## src/rtl/pipeline_pkg.sv

```systemverilog
// Shared pipeline definitions: bubble/halt encodings, fetch FSM states,
// control-bus width and opcode field position used across the stages.
package pipeline_pkg;

  localparam logic [31:0] NOP_WORD   = 32'h6800_0000;
  localparam logic [31:0] HALT_WORD  = 32'hFFFF_FFFF;
  localparam int          CTRL_BUS_W = 22;
  localparam int          OPCODE_MSB = 31;
  localparam int          OPCODE_LSB = 27;

  typedef enum logic [1:0] {
    ST_RUN    = 2'b00,
    ST_DRAIN  = 2'b01,
    ST_HALTED = 2'b10
  } fetch_state_e;

  // Extract the 5-bit opcode field of an instruction word.
  function automatic logic [4:0] opcode_of(input logic [31:0] ir);
    return ir[OPCODE_MSB:OPCODE_LSB];
  endfunction

endpackage

```

## src/rtl/if_of_latch.sv

```systemverilog
// Generic {PC, IR, valid} pipeline latch. Flush loads the bubble word and
// clears valid (the PC field keeps its old value, it is meaningless then);
// hold keeps the whole latch. Flush wins over hold.
module if_of_latch
  import pipeline_pkg::*;
#(
  parameter logic [31:0] FLUSH_WORD = pipeline_pkg::NOP_WORD
) (
  input  logic        clk,
  input  logic        rst_n,
  input  logic        hold,
  input  logic        flush,
  input  logic [31:0] d_pc,
  input  logic [31:0] d_ir,
  output logic [31:0] q_pc,
  output logic [31:0] q_ir,
  output logic        q_valid
);

  // Latch register: reset, flush to bubble, hold, or load new {PC, IR}.
  always_ff @(posedge clk or negedge rst_n) begin
    if (!rst_n) begin
      q_pc    <= 32'h0000_0000;
      q_ir    <= FLUSH_WORD;
      q_valid <= 1'b0;
    end else if (flush) begin
      q_ir    <= FLUSH_WORD;
      q_valid <= 1'b0;
    end else if (hold) begin
      q_pc    <= q_pc;
      q_ir    <= q_ir;
      q_valid <= q_valid;
    end else begin
      q_pc    <= d_pc;
      q_ir    <= d_ir;
      q_valid <= 1'b1;
    end
  end

endmodule

```

## src/rtl/fetch_stage.sv

```systemverilog
// Instruction-fetch stage: owns the PC, drives the instruction-memory
// address, fills the IF/OF latch, and after fetching the halt word lets the
// pipeline drain before raising a sticky isLastInstruction.
module fetch_stage
  import pipeline_pkg::*;
#(
  parameter int          IMEM_AW      = 10,
  parameter logic [31:0] HALT_WORD    = pipeline_pkg::HALT_WORD,
  parameter logic [31:0] NOP_WORD     = pipeline_pkg::NOP_WORD,
  parameter int          DRAIN_CYCLES = 4
) (
  input  logic               clk,
  input  logic               reset,
  input  logic               is_Branch_Taken,
  input  logic [31:0]        branchPC,
  input  logic               isDataInterLock,
  output logic [IMEM_AW-1:0] imem_addr,
  input  logic [31:0]        imem_rdata,
  output logic [31:0]        PC,
  output logic [31:0]        IR,
  output logic [31:0]        input_OF_PC,
  output logic [31:0]        Input_OF_IR,
  output logic               of_valid,
  output logic               isLastInstruction
);

  localparam int CNT_W = (DRAIN_CYCLES > 2) ? $clog2(DRAIN_CYCLES) : 1;

  fetch_state_e     state_r;
  logic [31:0]      pc_r;
  logic [CNT_W-1:0] drain_cnt_r;
  logic             last_r;
  logic             flush_s;
  logic             hold_s;
  logic             is_halt_s;
  logic [31:0]      target_s;

  assign is_halt_s = (imem_rdata == HALT_WORD);
  // Branch targets are word aligned; low two bits of the EX target are dropped.
  assign target_s  = branchPC & 32'hFFFF_FFFC;

  assign PC                = pc_r;
  assign IR                = imem_rdata;
  assign imem_addr         = pc_r[IMEM_AW+1:2];
  assign isLastInstruction = last_r;

  // Latch control: branch flushes (older than any stall), interlock holds,
  // drain and halted states feed bubbles, otherwise load the fetched word.
  always_comb begin
    flush_s = 1'b0;
    hold_s  = 1'b0;
    case (state_r)
      ST_RUN: begin
        if (is_Branch_Taken) begin
          flush_s = 1'b1;
        end else if (isDataInterLock) begin
          hold_s = 1'b1;
        end else begin
          flush_s = 1'b0;
        end
      end
      ST_DRAIN: begin
        if (is_Branch_Taken) begin
          flush_s = 1'b1;
        end else if (isDataInterLock) begin
          hold_s = 1'b1;
        end else begin
          flush_s = 1'b1;
        end
      end
      ST_HALTED: flush_s = 1'b1;
      default:   flush_s = 1'b1;
    endcase
  end

  // Fetch FSM: PC update, halt detection, drain countdown, sticky halt flag.
  always_ff @(posedge clk or negedge reset) begin
    if (!reset) begin
      state_r     <= ST_RUN;
      pc_r        <= 32'h0000_0000;
      drain_cnt_r <= '0;
      last_r      <= 1'b0;
    end else begin
      case (state_r)
        ST_RUN: begin
          if (is_Branch_Taken) begin
            pc_r        <= target_s;
            drain_cnt_r <= '0;
          end else if (isDataInterLock) begin
            pc_r <= pc_r;
          end else if (is_halt_s) begin
            state_r     <= ST_DRAIN;
            drain_cnt_r <= CNT_W'(DRAIN_CYCLES - 1);
          end else begin
            pc_r <= pc_r + 32'd4;
          end
        end
        ST_DRAIN: begin
          if (is_Branch_Taken) begin
            state_r     <= ST_RUN;
            pc_r        <= target_s;
            drain_cnt_r <= '0;
          end else if (isDataInterLock) begin
            drain_cnt_r <= drain_cnt_r;
          end else if (drain_cnt_r == '0) begin
            state_r <= ST_HALTED;
            last_r  <= 1'b1;
          end else begin
            drain_cnt_r <= drain_cnt_r - 1'b1;
          end
        end
        ST_HALTED: begin
          last_r <= 1'b1;
        end
        default: begin
          state_r     <= ST_RUN;
          drain_cnt_r <= '0;
        end
      endcase
    end
  end

  if_of_latch #(
    .FLUSH_WORD(NOP_WORD)
  ) u_if_of_latch (
    .clk    (clk),
    .rst_n  (reset),
    .hold   (hold_s),
    .flush  (flush_s),
    .d_pc   (pc_r),
    .d_ir   (imem_rdata),
    .q_pc   (input_OF_PC),
    .q_ir   (Input_OF_IR),
    .q_valid(of_valid)
  );

endmodule

```

## config.mk

```make
export PLATFORM = sky130hd
export DESIGN_NAME = fetch_stage
export DESIGN_NICKNAME = d
export VERILOG_FILES = /design/src/rtl/pipeline_pkg.sv /design/src/rtl/if_of_latch.sv /design/src/rtl/fetch_stage.sv
export SDC_FILE = /design/constraint.sdc
export NUM_CORES = 1
export LEC_CHECK = 0
export CAP_MARGIN = 20
export CORE_AREA = 4 4 113 115
export CTS_BUF_LIST = sky130_fd_sc_hd__clkbuf_16
export DETAILED_ROUTE_END_ITERATION = 6
export DIE_AREA = 0 0 117 119
export GPL_TIMING_DRIVEN = 0
export HOLD_SLACK_MARGIN = 0.02
export PLACE_DENSITY = 0.79
export SYNTH_ARGS = -nofsm -noshare
export SYNTH_HDL_FRONTEND = slang
export SYNTH_SLANG_ARGS = --single-unit
```

## constraint.sdc

```tcl
create_clock -name clk -period 2.77 [get_ports clk]
set_clock_uncertainty 0.1 [all_clocks]
set_input_delay 0.554 -clock clk [delete_from_list [all_inputs] [get_ports clk]]
set_output_delay 0.554 -clock clk [all_outputs]
set_load 0.02 [all_outputs]
```

# After elaboration in Yosys (flattened, before gate mapping)
# Index checks and enable logic that the tools add are counted.
# Widths: inputs -> output; s select.
# word_totals
register_bits,102
elab_cells,73
output_inout_bits,140
inputBits,68
# op_classes
eq_ne,17
n_bitwise,3
addsub,2
n_reduce_logical,10
muxes,34
# op_table
operator,count
$mux 32,6
$pmux 32 s2,1
$add 32x3->32 const B,1
$eq 32x32->1 const B,1
$mux 2,12
$ne 3x3->1 const B,6
$ne 2x2->1 const B,8
$pmux 2 s3,2
$mux 1,11
$reduce_and 4->1,2
$reduce_and 6->1,1
$reduce_and 5->1,1
$logic_not 2->1,2
$pmux 1 s2,2
$reduce_bool 2->1,2
$not 1->1,3
$eq 2x1->1 const B,1
$eq 2x2->1 const B,1
$reduce_and 2->1,1
$reduce_or 2->1,1
$sub 2x1->2 const B,1

# Longest topological paths before layout
# logic_depth
word_depth,5
ltp_mapped,8

# Cells and area by module
# Synthesis repeated with hierarchy kept, for this count alone.
# unflattened
hier_cells,519
area_unflattened_um2,5475.3
# by_module_without_submodules
module,area_each_um2,cells_per_inst,instances,seq_area_each_um2
fetch_stage,2775.2,344,1,875.8
if_of_latch,2700.1,175,1,1630.3

# Least setup slack after synthesis
# Ideal clock, no wire load.
# synth_timing
kind,reg-to-reg
startpoint,register pc_r[7] (netlist: PC[7])
endpoint,register pc_r[21] (netlist: PC[21])
path_slack_ps,485
required_time_ps,2531
path_stages_with_launch,8
arrival_ps,2045
path_buffers,2
period_less_slack_ps,2285
cell_sequence,dfrtp_1 clkbuf_1 nand3_1 or4b_1 clkbuf_1 or4_1 o21ai_1 a22oi_1
# synth_between
elab_chain_len,5
# synth_rtl
item,line,text
start: declaration,fetch_stage.sv:30,logic [31:0] pc_r;
start signal: assignment,fetch_stage.sv:87,pc_r <= target_s;
start signal: assignment,fetch_stage.sv:90,pc_r <= pc_r;
start signal: assignment,fetch_stage.sv:95,pc_r <= pc_r + 32'd4;
$add 32x3->32,fetch_stage.sv:95,
$mux 32,fetch_stage.sv:91,end else if (is_halt_s) begin
$mux 32,fetch_stage.sv:89,end else if (isDataInterLock) begin
$mux 32,fetch_stage.sv:86,if (is_Branch_Taken) begin
$pmux 32 s2,fetch_stage.sv:84,case (state_r)
# No other way between the ends. The select of a mux whose other input is x is not followed.
# A chain may end at the register's enable or synchronous reset.

# Worst setup path in the final report
# layout_timing
startpoint,input imem_rdata[9]
endpoint,register pc_r[18] (netlist: PC[18])
# layout_between
elab_chain_len,3
# layout_rtl
item,line,text
start: declaration,fetch_stage.sv:18,"input logic [31:0] imem_rdata,"
$eq 32x32->1,fetch_stage.sv:38,assign is_halt_s = (imem_rdata == HALT_WORD);
$ne 3x3->1 (no source line),--,
$reduce_and 4->1 (no source line),--,
# No other way between the ends.

==> metrics.txt <==
r2r startpoint=PC[3]; Clk pin slew, worst setup/hold paths=60 ps; ys async rst share=100%; Routed Antenna Nets=0; HP Class=in2async; critical path class=in2reg; Period minus WS final=2660 ps; Post-DP HPWL=12,900 microns; largest net degree at the start of global routing=69; total design power=0.00434 W; port buffer count=200; final worst slack=115 ps; Synth Instances=529; outcome=finished, final reports clean; DRC violations left=0; final layout net count=814; H-tree depth=3; clk root buf=clkbuf_16; Pleak=3.27 nW; final hold violations=0; Synth cell types=55; First-pass DRT Iterations=5; die width=117 microns; final number of max-transition violations=0; Via Count=5,003; Die Height=119 microns; Comb power frac=33.1%; Crit Path Max Fanout=10; Setup crit end kind=flop; # Max-Cap Violations=0; ANT cells=0; core area=0.0118 sq mm; GPL Wtd Cong=0.892; GRT Total Usage=23.7%; mapped cell area=0.00497 sq mm; die area=0.0139 sq mm; synth cell count leaders=nand2_1, dfrtp_1, buf_4; period utilisation layout=95.9%; io pins=208; fillcell total=991; Worst Path Required=2890 ps; Synth area leader=dfrtp_1; Seq/Total Area, Yosys=49.4%; Max Clock Freq=377 MHz; post-DR vias/cell=5.58; # hold bufs at CTS=0; Initial Util=42.1%; Slew headroom=34.3%; P_sw=0.00144 W; starting DRC count in detailed routing=390; most common cell in the synthesized netlist=nand2_1; actual slew at the worst max-slew pin=977 ps; first-pass GRT wire length=26,000 microns; Setup Slack @ Placement=-677 ps; clk sinks=98; worst setup path startpoint=imem_rdata[9]; RSZ-0062 raised after global routing=false; register bit total from synthesis=98; Clk pwr share=25.3%; Cell Rows=40; WL per Instance=18.7 microns; setup bufs post-CTS=0; P_int=0.00291 W; register share of total power=41.6%; final WL=16,800 microns; share of the synthesized area in the top cell type=47.8%; area grow syn2layout=50.7%; Top FF cell, synth=dfrtp_1; worst hold slack=45.2 ps; Resized cells post-CTS=3; Setup-failing EPs final=0; number of enable flip-flop cells after synthesis=0; Power Density=580 mW/mm^2; maximum VDD drop=439 uV; total gr overflow=0; clk_lat worst skew=340 ps; Fin Setup TNS=0 ps; vias in the first global route=5,051; CTS tree=done; CP Launch Type=primary input; Clock Path Buffers=2; syn_area_per_cell=9.39 sq um; crit path DAT=2770 ps; clock buffer count from CTS=9; synth top area cells=dfrtp_1, nand2_1, buf_4; antenna violations before repair=0; yosys warns=0; share of cells above drive strength 1=10.7%; switching portion of total power=33.1%
[flip-flops by register name, summed over array words and instances, names as in the netlist]
signal / cells
u_if_of_latch.q_ir: 32
PC: 30
u_if_of_latch.q_pc: 30
drain_cnt_r: 2
state_r: 2
isLastInstruction: 1
u_if_of_latch.q_valid: 1
[area by class of cell]
| type | instances | area [sq um] | area share [%] |
|---|---|---|---|
| Inverter | 18 | 67.6 | 0.902 |
| Tap cell | 147 | 184 | 2.46 |
| Multi-Input combinational cell | 334 | 2010 | 26.8 |
| Buffer | 82 | 490 | 6.55 |
| Sequential cell | 98 | 2460 | 32.8 |
| Timing Repair Buffer | 201 | 2030 | 27.1 |
| Clock buffer | 9 | 225 | 3.01 |
| Clock inverter | 7 | 30.0 | 0.401 |
[layer usage]
layer,GRT usage (%),routed length [microns],vias up
met5,0,0,-
met4,9.25,434,0
met3,4.83,1350,32
met2,37.9,8100,230
met1,31.4,6870,2448
li1,-,-,2293
[metrics by stage]
step | cell area [sq um] | utilization (%) | std cells
floorplan | 4980 | - | 532
global placement | 7170 | 60.7 | 879
detailed placement | 7190 | 60.9 | 880
CTS | 7460 | 63.2 | 896
global route | 7490 | 63.4 | 896
finish | 7490 | 63.4 | 896
[power by group through the flow]
| stage | Sequential, W | Combinational [W] | Clock [W] |
|---|---|---|---|
| global placement | 0.00182 | 0.00140 | 0 |
| detailed placement | 0.00183 | 0.00143 | 0 |
| CTS | 0.00180 | 0.00144 | 0.00113 |
| finish | 0.00181 | 0.00144 | 0.00110 |
| floorplan | 0.00202 | 0.000479 | 0 |
| global route | 0.00184 | 0.00153 | 0.00119 |
[worst max-delay path: stages]
cell             delay, ps
clkdlybuf4s50_1        530
nand4_1                140
nor4_2                 500
a2111oi_4              200
nand2b_1               210
clkbuf_1               310
a32o_1                 330
[kinds of logic (layout without fill, tap and decap cells)]
| family | Yosys count | count (layout) | share of synthesized area [%] |
|---|---|---|---|
| simple gates | 186 | 186 | 17.6 |
| compound gates | 141 | 141 | 20.9 |
| buf+inv | 100 | 317 | 11.2 |
| flops | 98 | 98 | 49.4 |
| fa+ha+maj | 2 | 2 | 0.503 |
| other cells | 1 | 4 | 0.0755 |
| mux | 1 | 1 | 0.201 |
[placed cells by master, fill, tap and decap left out, types with 2 or more instances in the layout]
| master | count |
|---|---|
| nor3_1 | 11 |
| o32ai_1 | 2 |
| o22a_1 | 11 |
| a22oi_1 | 11 |
| nor4_2 | 2 |
| a22o_1 | 31 |
| clkinv_2 | 3 |
| o21ai_0 | 19 |
| a32oi_1 | 2 |
| or4_4 | 2 |
| clkbuf_1 | 30 |
| dfrtp_1 | 95 |
| o2bb2ai_1 | 2 |
| buf_1 | 2 |
| o21ai_1 | 8 |
| a31o_2 | 2 |
| a31oi_1 | 7 |
| nor4_1 | 3 |
| nor2_1 | 19 |
| o22ai_1 | 18 |
| conb_1 | 4 |
| buf_4 | 49 |
| a21o_1 | 2 |
| clkbuf_16 | 9 |
| dfstp_2 | 3 |
| and4_1 | 2 |
| nand3_1 | 12 |
| a311oi_1 | 2 |
| a21oi_1 | 7 |
| a32o_1 | 4 |
| or4_1 | 2 |
| inv_1 | 20 |
| clkdlybuf4s50_1 | 199 |
| a2bb2oi_1 | 3 |
| nand4_1 | 12 |
| nand2_1 | 102 |
| and3_1 | 10 |
| o41ai_1 | 2 |
| ha_1 | 2 |
[path summary, 6_finish.rpt]
check,cells after the start,slack [ps],endpoint
worst min register to register,2,370,u_if_of_latch.q_pc[13]
worst min-delay path,1,50,u_if_of_latch.q_ir[14]
worst max register to register,7,210,PC[26]
min in group clk,2,370,u_if_of_latch.q_pc[13]
max in group asynchronous,2,1820,u_if_of_latch.q_ir[30]
worst max-delay path,7,110,PC[18]
(Power assumes the default switching activity.)
